[src/rtl/network_div_pkg.sv]
// Shared types and constants for the iterative signed divider.
// Holds the FSM state enum, default widths and saturation limits.
package network_div_pkg;

    localparam int DEF_DIVIDEND_W = 28;
    localparam int DEF_DIVISOR_W  = 12;
    localparam int DEF_QUOT_W     = 16;

    // Saturation limits of the signed quotient at the default width.
    localparam int QMAX = (1 << (DEF_QUOT_W - 1)) - 1;
    localparam int QMIN = -(1 << (DEF_QUOT_W - 1));

    typedef enum logic [1:0] {
        IDLE,
        CALC,
        FIX,
        DONE
    } state_t;

endpackage

[src/rtl/network_div_step.sv]
// One combinational restoring-division step.
// Ports: prem (partial remainder), din (next dividend bit), dmag (|divisor|),
//        prem_nxt (updated remainder), qbit (quotient bit).
module network_div_step
    import network_div_pkg::*;
#(
    parameter int DW = DEF_DIVISOR_W
) (
    input  logic [DW-1:0] prem,
    input  logic          din,
    input  logic [DW-1:0] dmag,
    output logic [DW-1:0] prem_nxt,
    output logic          qbit
);

    logic [DW:0] sh;

    // prem < dmag always holds, so the restored value fits back in DW bits.
    always_comb begin
        sh       = {prem, din};
        qbit     = (sh >= {1'b0, dmag});
        prem_nxt = qbit ? DW'(sh - {1'b0, dmag}) : DW'(sh);
    end

endmodule

[src/rtl/network_div_28s_12s_16_seq.sv]
// Iterative signed divider: 28s / 12s -> 16s saturating quotient, one bit per ce.
// Ports: clk, reset_n (sync, active-low), ce, in_valid/in_ready, dividend, divisor,
//        out_valid/out_ready, quot, rem, sat, dbz.
module network_div_28s_12s_16_seq
    import network_div_pkg::*;
#(
    parameter int DIVIDEND_W = DEF_DIVIDEND_W,
    parameter int DIVISOR_W  = DEF_DIVISOR_W,
    parameter int QUOT_W     = DEF_QUOT_W
) (
    input  logic                         clk,
    input  logic                         reset_n,
    input  logic                         ce,
    input  logic                         in_valid,
    output logic                         in_ready,
    input  logic signed [DIVIDEND_W-1:0] dividend,
    input  logic signed [DIVISOR_W-1:0]  divisor,
    output logic                         out_valid,
    input  logic                         out_ready,
    output logic signed [QUOT_W-1:0]     quot,
    output logic signed [DIVISOR_W-1:0]  rem,
    output logic                         sat,
    output logic                         dbz
);

    localparam int CNT_W = $clog2(DIVIDEND_W);
    localparam logic [DIVIDEND_W-1:0] POS_LIM = DIVIDEND_W'(QMAX);
    localparam logic [DIVIDEND_W-1:0] NEG_LIM = DIVIDEND_W'(-QMIN);

    state_t state, nxt;

    logic [CNT_W-1:0]      cnt;
    logic [DIVIDEND_W-1:0] nmag;
    logic [DIVIDEND_W-1:0] qmag;
    logic [DIVISOR_W-1:0]  dmag;
    logic [DIVISOR_W-1:0]  prem;
    logic                  sn;
    logic                  sd;

    logic [DIVIDEND_W-1:0] nabs;
    logic [DIVISOR_W-1:0]  dabs;
    logic [DIVISOR_W-1:0]  prem_nxt;
    logic                  qbit;
    logic                  neg_q;
    logic                  q_ovf;
    logic [QUOT_W-1:0]     q_fix;
    logic [DIVISOR_W-1:0]  r_fix;

    network_div_step #(
        .DW(DIVISOR_W)
    ) u_step (
        .prem    (prem),
        .din     (nmag[DIVIDEND_W-1]),
        .dmag    (dmag),
        .prem_nxt(prem_nxt),
        .qbit    (qbit)
    );

    assign in_ready  = (state == IDLE);
    assign out_valid = (state == DONE);

    // Magnitudes; the most negative operands map to 2^(W-1), which fits unsigned.
    always_comb begin
        nabs = dividend[DIVIDEND_W-1] ? DIVIDEND_W'(-dividend) : DIVIDEND_W'(dividend);
        dabs = divisor[DIVISOR_W-1] ? DIVISOR_W'(-divisor) : DIVISOR_W'(divisor);
    end

    // Sign fix-up and clamp; negative side allows one more magnitude step.
    always_comb begin
        neg_q = sn ^ sd;
        q_ovf = neg_q ? (qmag > NEG_LIM) : (qmag > POS_LIM);
        q_fix = neg_q ? QUOT_W'(-qmag[QUOT_W-1:0]) : qmag[QUOT_W-1:0];
        r_fix = sn ? DIVISOR_W'(-prem) : prem;
    end

    always_comb begin
        nxt = state;
        unique case (state)
            IDLE: if (in_valid) nxt = (divisor == '0) ? FIX : CALC;
            CALC: if (cnt == '0) nxt = FIX;
            FIX:  nxt = DONE;
            DONE: if (out_ready) nxt = IDLE;
            default: nxt = IDLE;
        endcase
    end

    always_ff @(posedge clk) begin
        if (!reset_n) begin
            state <= IDLE;
        end else if (ce) begin
            state <= nxt;
        end
    end

    always_ff @(posedge clk) begin
        if (!reset_n) begin
            cnt  <= '0;
            nmag <= '0;
            qmag <= '0;
            dmag <= '0;
            prem <= '0;
            sn   <= 1'b0;
            sd   <= 1'b0;
            quot <= '0;
            rem  <= '0;
            sat  <= 1'b0;
            dbz  <= 1'b0;
        end else if (ce) begin
            unique case (state)
                IDLE: begin
                    if (in_valid) begin
                        sn   <= dividend[DIVIDEND_W-1];
                        sd   <= divisor[DIVISOR_W-1];
                        nmag <= nabs;
                        dmag <= dabs;
                        qmag <= '0;
                        prem <= '0;
                        cnt  <= CNT_W'(DIVIDEND_W - 1);
                    end
                end
                CALC: begin
                    prem <= prem_nxt;
                    qmag <= {qmag[DIVIDEND_W-2:0], qbit};
                    nmag <= {nmag[DIVIDEND_W-2:0], 1'b0};
                    cnt  <= cnt - 1'b1;
                end
                FIX: begin
                    if (dmag == '0) begin
                        quot <= sn ? QUOT_W'(QMIN) : QUOT_W'(QMAX);
                        rem  <= '0;
                        sat  <= 1'b0;
                        dbz  <= 1'b1;
                    end else begin
                        if (q_ovf) begin
                            quot <= neg_q ? QUOT_W'(QMIN) : QUOT_W'(QMAX);
                        end else begin
                            quot <= q_fix;
                        end
                        rem <= r_fix;
                        sat <= q_ovf;
                        dbz <= 1'b0;
                    end
                end
                default: ;
            endcase
        end
    end

endmodule

[config.mk]
export PLATFORM = sky130hd
export DESIGN_NAME = network_div_28s_12s_16_seq
export DESIGN_NICKNAME = d
export VERILOG_FILES = /design/src/rtl/network_div_pkg.sv /design/src/rtl/network_div_step.sv /design/src/rtl/network_div_28s_12s_16_seq.sv
export SDC_FILE = /design/constraint.sdc
export NUM_CORES = 1
export LEC_CHECK = 0
export BUFFER_PORTS_ARGS = -buffer_cell sky130_fd_sc_hd__buf_2
export CAP_MARGIN = 20
export CORE_UTILIZATION = 59
export DETAILED_ROUTE_END_ITERATION = 12
export PLACE_DENSITY = 0.88
export SKIP_LAST_GASP = 1
export SYNTH_ARGS = -nofsm -noshare
export SYNTH_HDL_FRONTEND = slang
export SYNTH_HIERARCHICAL = 1
export SYNTH_SLANG_ARGS = --single-unit
[constraint.sdc]
create_clock -name clk -period 8.45 [get_ports clk]
set_input_delay 0.845 -clock clk [delete_from_list [all_inputs] [get_ports clk]]
set_output_delay 0.845 -clock clk [all_outputs]
set_load 0.02 [all_outputs]
Word level (Yosys, flattened, before mapping)
Cells that the tools add are included.
{"block": "word_totals", "regBits": 119, "mem_bits_ro": 0, "word_cells": 63, "n_memories": 0, "inputBits": 45, "ramBits": 0, "latchBits": 0}
{"block": "op_classes", "n_reduce_logical": 9, "shifts": 0, "div": 0, "add_sub_neg": 6, "multipliers": 0, "eq_ne": 6, "n_bitwise": 1, "muxes": 26, "order_cmp": 3}
{"op": "28-bit case mux with 2 select lines", "n": 2}
{"op": "28-bit 2-to-1 mux", "n": 3}
{"op": "16-bit 2-to-1 mux", "n": 5}
{"op": "12-bit 2-to-1 mux", "n": 5}
{"op": "28-bit by 15-bit greater-than comparator with 1-bit output, second input constant", "n": 1}
{"op": "28-bit by 16-bit greater-than comparator with 1-bit output, second input constant", "n": 1}
{"op": "28-bit negation", "n": 1}
{"op": "12-bit zero test", "n": 2}
{"op": "12-bit negation", "n": 2}
{"op": "12-bit case mux with 2 select lines", "n": 1}
{"op": "16-bit negation", "n": 1}
{"op": "13-bit by 12-bit greater-or-equal comparator with 1-bit output", "n": 1}
{"op": "12-bit subtractor", "n": 1}
{"op": "5-bit case mux with 2 select lines", "n": 1}
{"op": "2-bit 2-to-1 mux", "n": 4}
{"op": "2-bit case mux with 4 select lines", "n": 1}
{"op": "3-bit AND reduction", "n": 2}
{"op": "5-bit zero test", "n": 1}
{"op": "5-bit 2-to-1 mux", "n": 1}
{"op": "5-bit by 1-bit subtractor with 5-bit output, second input constant", "n": 1}
{"op": "2-bit == test, second input constant", "n": 2}
{"op": "2-bit inequality test, second input constant", "n": 2}
{"op": "4-bit AND reduction", "n": 1}
{"op": "1-bit 2-to-1 mux", "n": 3}
{"op": "other kinds (6)", "n": 6}

Logic depth before layout (Yosys ltp)
{"block": "logic_depth", "depth_word": 4, "depth_mapped": 11, "mapped_depth_nobuf": 11}

Cells and area by module
Netlist, hierarchy kept.
{"mod": "network_div_28s_12s_16_seq", "n_inst": 1, "cells_each": 778, "area_each_um2": 6132.1}
{"mod": "network_div_step", "n_inst": 1, "cells_each": 108, "area_each_um2": 855.8}

Worst setup path before layout
No wires, ideal clock.
{"block": "synth_path", "path_kind": "input to register", "from": "in dividend[8]", "to": "reg nmag[23]", "stages": 8, "path_buffers": 2, "slack_ns": 5.309, "setup_ns": 0.069, "arrival_ns": 3.072, "path_cell_list": "or4_4 -> or3_1 -> buf_6 -> or2_1 -> buf_6 -> o311a_1 -> or4_1 -> o21ai_1"}
{"block": "synth_between", "elab_chain_len": 4}
{"element": "start: declaration", "line_no": "network_div_28s_12s_16_seq.sv:16", "source": "input logic signed [DIVIDEND_W-1:0] dividend,"}
{"element": "28-bit negation", "line_no": "network_div_28s_12s_16_seq.sv:64", "source": "nabs = dividend[DIVIDEND_W-1] ? DIVIDEND_W'(-dividend) : DIVIDEND_W'(dividend);"}
{"element": "28-bit 2-to-1 mux", "line_no": "network_div_28s_12s_16_seq.sv:64"}
{"element": "28-bit 2-to-1 mux", "line_no": "network_div_28s_12s_16_seq.sv:111", "source": "if (in_valid) begin"}
{"element": "28-bit case mux with 2 select lines", "line_no": "network_div_28s_12s_16_seq.sv:109", "source": "unique case (state)"}
{"element": "end signal: assignment", "line_no": "network_div_28s_12s_16_seq.sv:114", "source": "nmag <= nabs;"}
{"element": "end signal: assignment", "line_no": "network_div_28s_12s_16_seq.sv:124", "source": "nmag <= {nmag[DIVIDEND_W-2:0], 1'b0};"}
{"element": "end: declaration", "line_no": "network_div_28s_12s_16_seq.sv:33", "source": "logic [DIVIDEND_W-1:0] nmag;"}
No other way between the ends. The select of a mux whose other input is x is not followed.
A chain may end at the register's enable or synchronous reset.

Worst setup path in the final report
{"block": "layout_path", "from": "reg dmag[1]", "to": "reg prem[2]"}
{"block": "layout_between", "elab_chain_len": 3, "word_cells_on_any_way": 4, "classes_between": "add/sub (1); order compare (1); mux (2)"}
{"element": "start: declaration", "line_no": "network_div_28s_12s_16_seq.sv:35", "source": "logic [DIVISOR_W-1:0] dmag;"}
{"element": "start signal: assignment", "line_no": "network_div_28s_12s_16_seq.sv:115", "source": "dmag <= dabs;"}
{"element": "12-bit subtractor / 13-bit by 12-bit greater-or-equal comparator with 1-bit output (equally long branches)", "line_no": "network_div_step.sv:22, network_div_step.sv:21"}
{"element": "12-bit 2-to-1 mux *", "line_no": "network_div_step.sv:22", "source": "prem_nxt = qbit ? DW'(sh - {1'b0, dmag}) : DW'(sh);"}
{"element": "via prem_nxt[2]", "line_no": "network_div_28s_12s_16_seq.sv:42", "source": "logic [DIVISOR_W-1:0] prem_nxt;"}
{"element": "12-bit case mux with 2 select lines *", "line_no": "network_div_28s_12s_16_seq.sv:109"}
{"element": "end signal: assignment", "line_no": "network_div_28s_12s_16_seq.sv:122", "source": "prem <= prem_nxt;"}
{"element": "end: declaration", "line_no": "network_div_28s_12s_16_seq.sv:36", "source": "logic [DIVISOR_W-1:0] prem;"}
The timed path passes the listed nets; every way through them passes the cells marked *.

==> results.md <==
* Post-synth EDFFs at 0
* Crit path required time at 8730 ps
* Setup crit start kind: flop
* Area of the multi-input gates at 0.00423 mm^2
* Asr flop ratio synth at 0%
* Status: finished clean
* Cell Area, Synth at 0.00699 mm^2
* HP Class: flop to flop
* Die X at 111 um
* CORE AREA at 0.0115 mm^2
* Inserted Clock Buffers at 17
* Sum Neg Setup Slack at 0 ps
* CTS tree: built
* First-pass DRT Iterations at 5
* Post-CTS sizing at 0
* Die ar. at 0.0123 mm^2
* First-pass GRT wire length at 29000 um
* Clock buffer depth at 2
* Initial Util at 60.9%
* Largest net degree at the start of global routing at 95
* Hpwl dp at 11400 um
* YS warnings at 6
* I/O pin total at 77
* Htree depth at 4
* Crit path cell chain: inv_1, ha_1, nor2b_4, o31a_1, o31a_1, o311a_4, nor4_4, mux2_2, a21oi_1, nor2_1
* Vias in the first global route at 6121
* Mapped Nets at 954
* Top-count cell post-synth: dfxtp_1
* Slew HR at 29.4%
* Post-synth top area share at 34.1%
* Cell Area, Placed at 0.00736 mm^2
* Fin. Hold Viols at 0
* RSZ-0062 raised after global routing: false
* Levels on crit path at 10
* Post-DRT Antenna Nets at 0
* Top cell by count, worst path: o31a_1
* Drc violations at 0
* Slew Limit Fails at 0
* Setup ws final at 5090 ps
* Achievable frequency at 0.298 GHz
* Mean Syn Cell Area at 7.89 um^2
* Synth area leaders: dfxtp_1, a21oi_1, nor2_1, xor2_1, ha_1
* Overall Power at 1.70 mW
* Register Area at 0.00238 mm^2
* Clock Pin Slew Worst Setup and Hold Paths at 60 ps
* Synth cell count leaders: dfxtp_1, a21oi_1, nor2_1, nand2_1, clkbuf_1
* # clock sinks at 119
* Register area share after synthesis at 34.1%
* Skew final at 8.65 ps
* Area Growth Syn to Fin at 14.1%
* Worst-Margin Slew at 1060 ps
* Fillers at 878
* Gr usage total at 28.3%
* Seq cells post-synth at 119
* Top FF cell, synth: dfxtp_1
* Worst Reg-to-Reg Cells at 10
* Port buffer count at 76
* Initial antenna violation count at 2
* Die height at 111 um
* Setup CP Type: flop to flop
* Worst-Skew Late Latency at 430 ps
* Routability congestion estimate from global placement at 0.881
* Vias after detailed routing at 6742
* Critical Path Slowest Stage Cell: nor4_4
* Cell taking the most area after synthesis: dfxtp_1
* Pwr per Cell Area at 213 mW/mm^2
* Drt initial violations at 617
* Critical Path Fanout Max at 13
* Place WS at 5090 ps
* Per-cell routed wire length at 15.7 um
* Worst EP arrival at 3630 ps
* WP buf/inv at 1
* Share of cells above drive strength 1 at 14.6%
* Fin crit period at 3360 ps
* Peak supply drop at 0.136 mV
* Routed Wire Length at 17100 um
* Fin area at 0.00797 mm^2
* Post-synth cell types at 67
* CP peak stage delay at 770 ps
* Fin crit share at 39.7%
* Rows at 39
* Crit-path leading delay family: compound AO/OA/AOI/OAI gates
* Final net count at 1000
* Final setup fails at 0
* Max-cap violations at 0
* # hold bufs at CTS at 0
* Clk root buf: clkbuf_16
* Hold Path Cell Cnt at 2
* Grt ovf at 0
* LEAKAGE at 3.28 nW
* Vias/cell at 6.19
* Critical Path End Type: flop
* Syn Inst Count at 886
* Postcts setup bufs at 0
-- tightest hold or removal path, cell delays in order, from the launching register on --
cell and delay (ps):
dfxtp_1 330, nand2_1 50, o21ai_0 50
-- sequential cells by signal, summed over array words and instances, names as in the netlist, 2 cells and up --
| signal | flops |
|---|---|
| cnt | 5 |
| dmag | 12 |
| nmag | 28 |
| prem | 12 |
| qmag | 28 |
| quot | 16 |
| rem | 12 |
| state | 2 |
-- through the flow --
step           utilization, %  instances  hold slack [ps]
5_1_grt                  69.5       1089              484
2_1_floorplan               -        886              425
4_1_cts                  69.4       1087              458
3_3_place_gp             64.2       1055              434
6_report                 69.5       1089              460
3_5_place_dp             64.2       1055              444
-- cells in the final DEF, fill, tap and decap left out, types with 4 or more instances in the layout --
cell        count
mux2_4          7
a31oi_1         6
clkinvlp_4      4
a211oi_1       15
o21a_1          5
buf_4           8
nand2_1        68
inv_1          33
a22oi_1         9
o41ai_1         7
a21o_1         14
xor2_1         37
nor2b_1         5
nand4_1         7
mux2i_1        10
and3_1         32
o31a_1          4
o21ai_0        41
or3_1          12
o211ai_1        6
nor4_1         14
nand3_1        36
xnor2_1        28
o31ai_1        17
dfxtp_1       119
nand2b_1        4
nor2_1         99
nor3_1         19
clkbuf_16      17
a21oi_1        99
ha_1           22
buf_2          76
a22o_1          4
-- area by class of cell --
class | instances | area share, %
multi-input cells | 675 | 53.1
flip-flops and latches | 119 | 29.9
clock buffers | 20 | 5.73
repair buffers | 85 | 5.62
well taps | 143 | 2.24
clock inverters | 12 | 1.79
inverters | 34 | 1.60
diodes | 1 | 0.0314
-- final timing paths --
| path | startpoint | to | slack, ps |
|---|---|---|---|
| min reg2reg | nmag[6] | nmag[6] | 460 |
| max reg2reg | dmag[1] | prem[2] | 5090 |
| min | nmag[6] | nmag[6] | 460 |
| max | dmag[1] | prem[2] | 5090 |
-- metal layers --
layer,vias to the layer above,track usage (%),wire [um]
li1,3286,-,-
met1,3132,37.1,7670
met2,291,46.0,8030
met3,33,6.51,1180
met4,0,8.98,263
met5,-,0,0
-- where the power goes --
group | internal (mW) | switching, mW
registers | 0.589 | 0.0217
clock network | 0.453 | 0.272
logic | 0.155 | 0.207
-- logic make-up (layout without fill, tap and decap cells) --
| kind of cell | after synthesis | after routing | synth area share (%) |
|---|---|---|---|
| flops | 119 | 119 | 34.1 |
| fa+ha+maj | 23 | 23 | 4.23 |
| other cells | 0 | 1 | 0 |
| compound gates | 251 | 251 | 22.8 |
| mux | 20 | 20 | 3.42 |
| simple gates | 316 | 316 | 22.0 |
| xor+xnor | 65 | 65 | 8.15 |
| buf+inv | 92 | 151 | 5.32 |
Note: power is estimated with default switching activity, not from simulation.
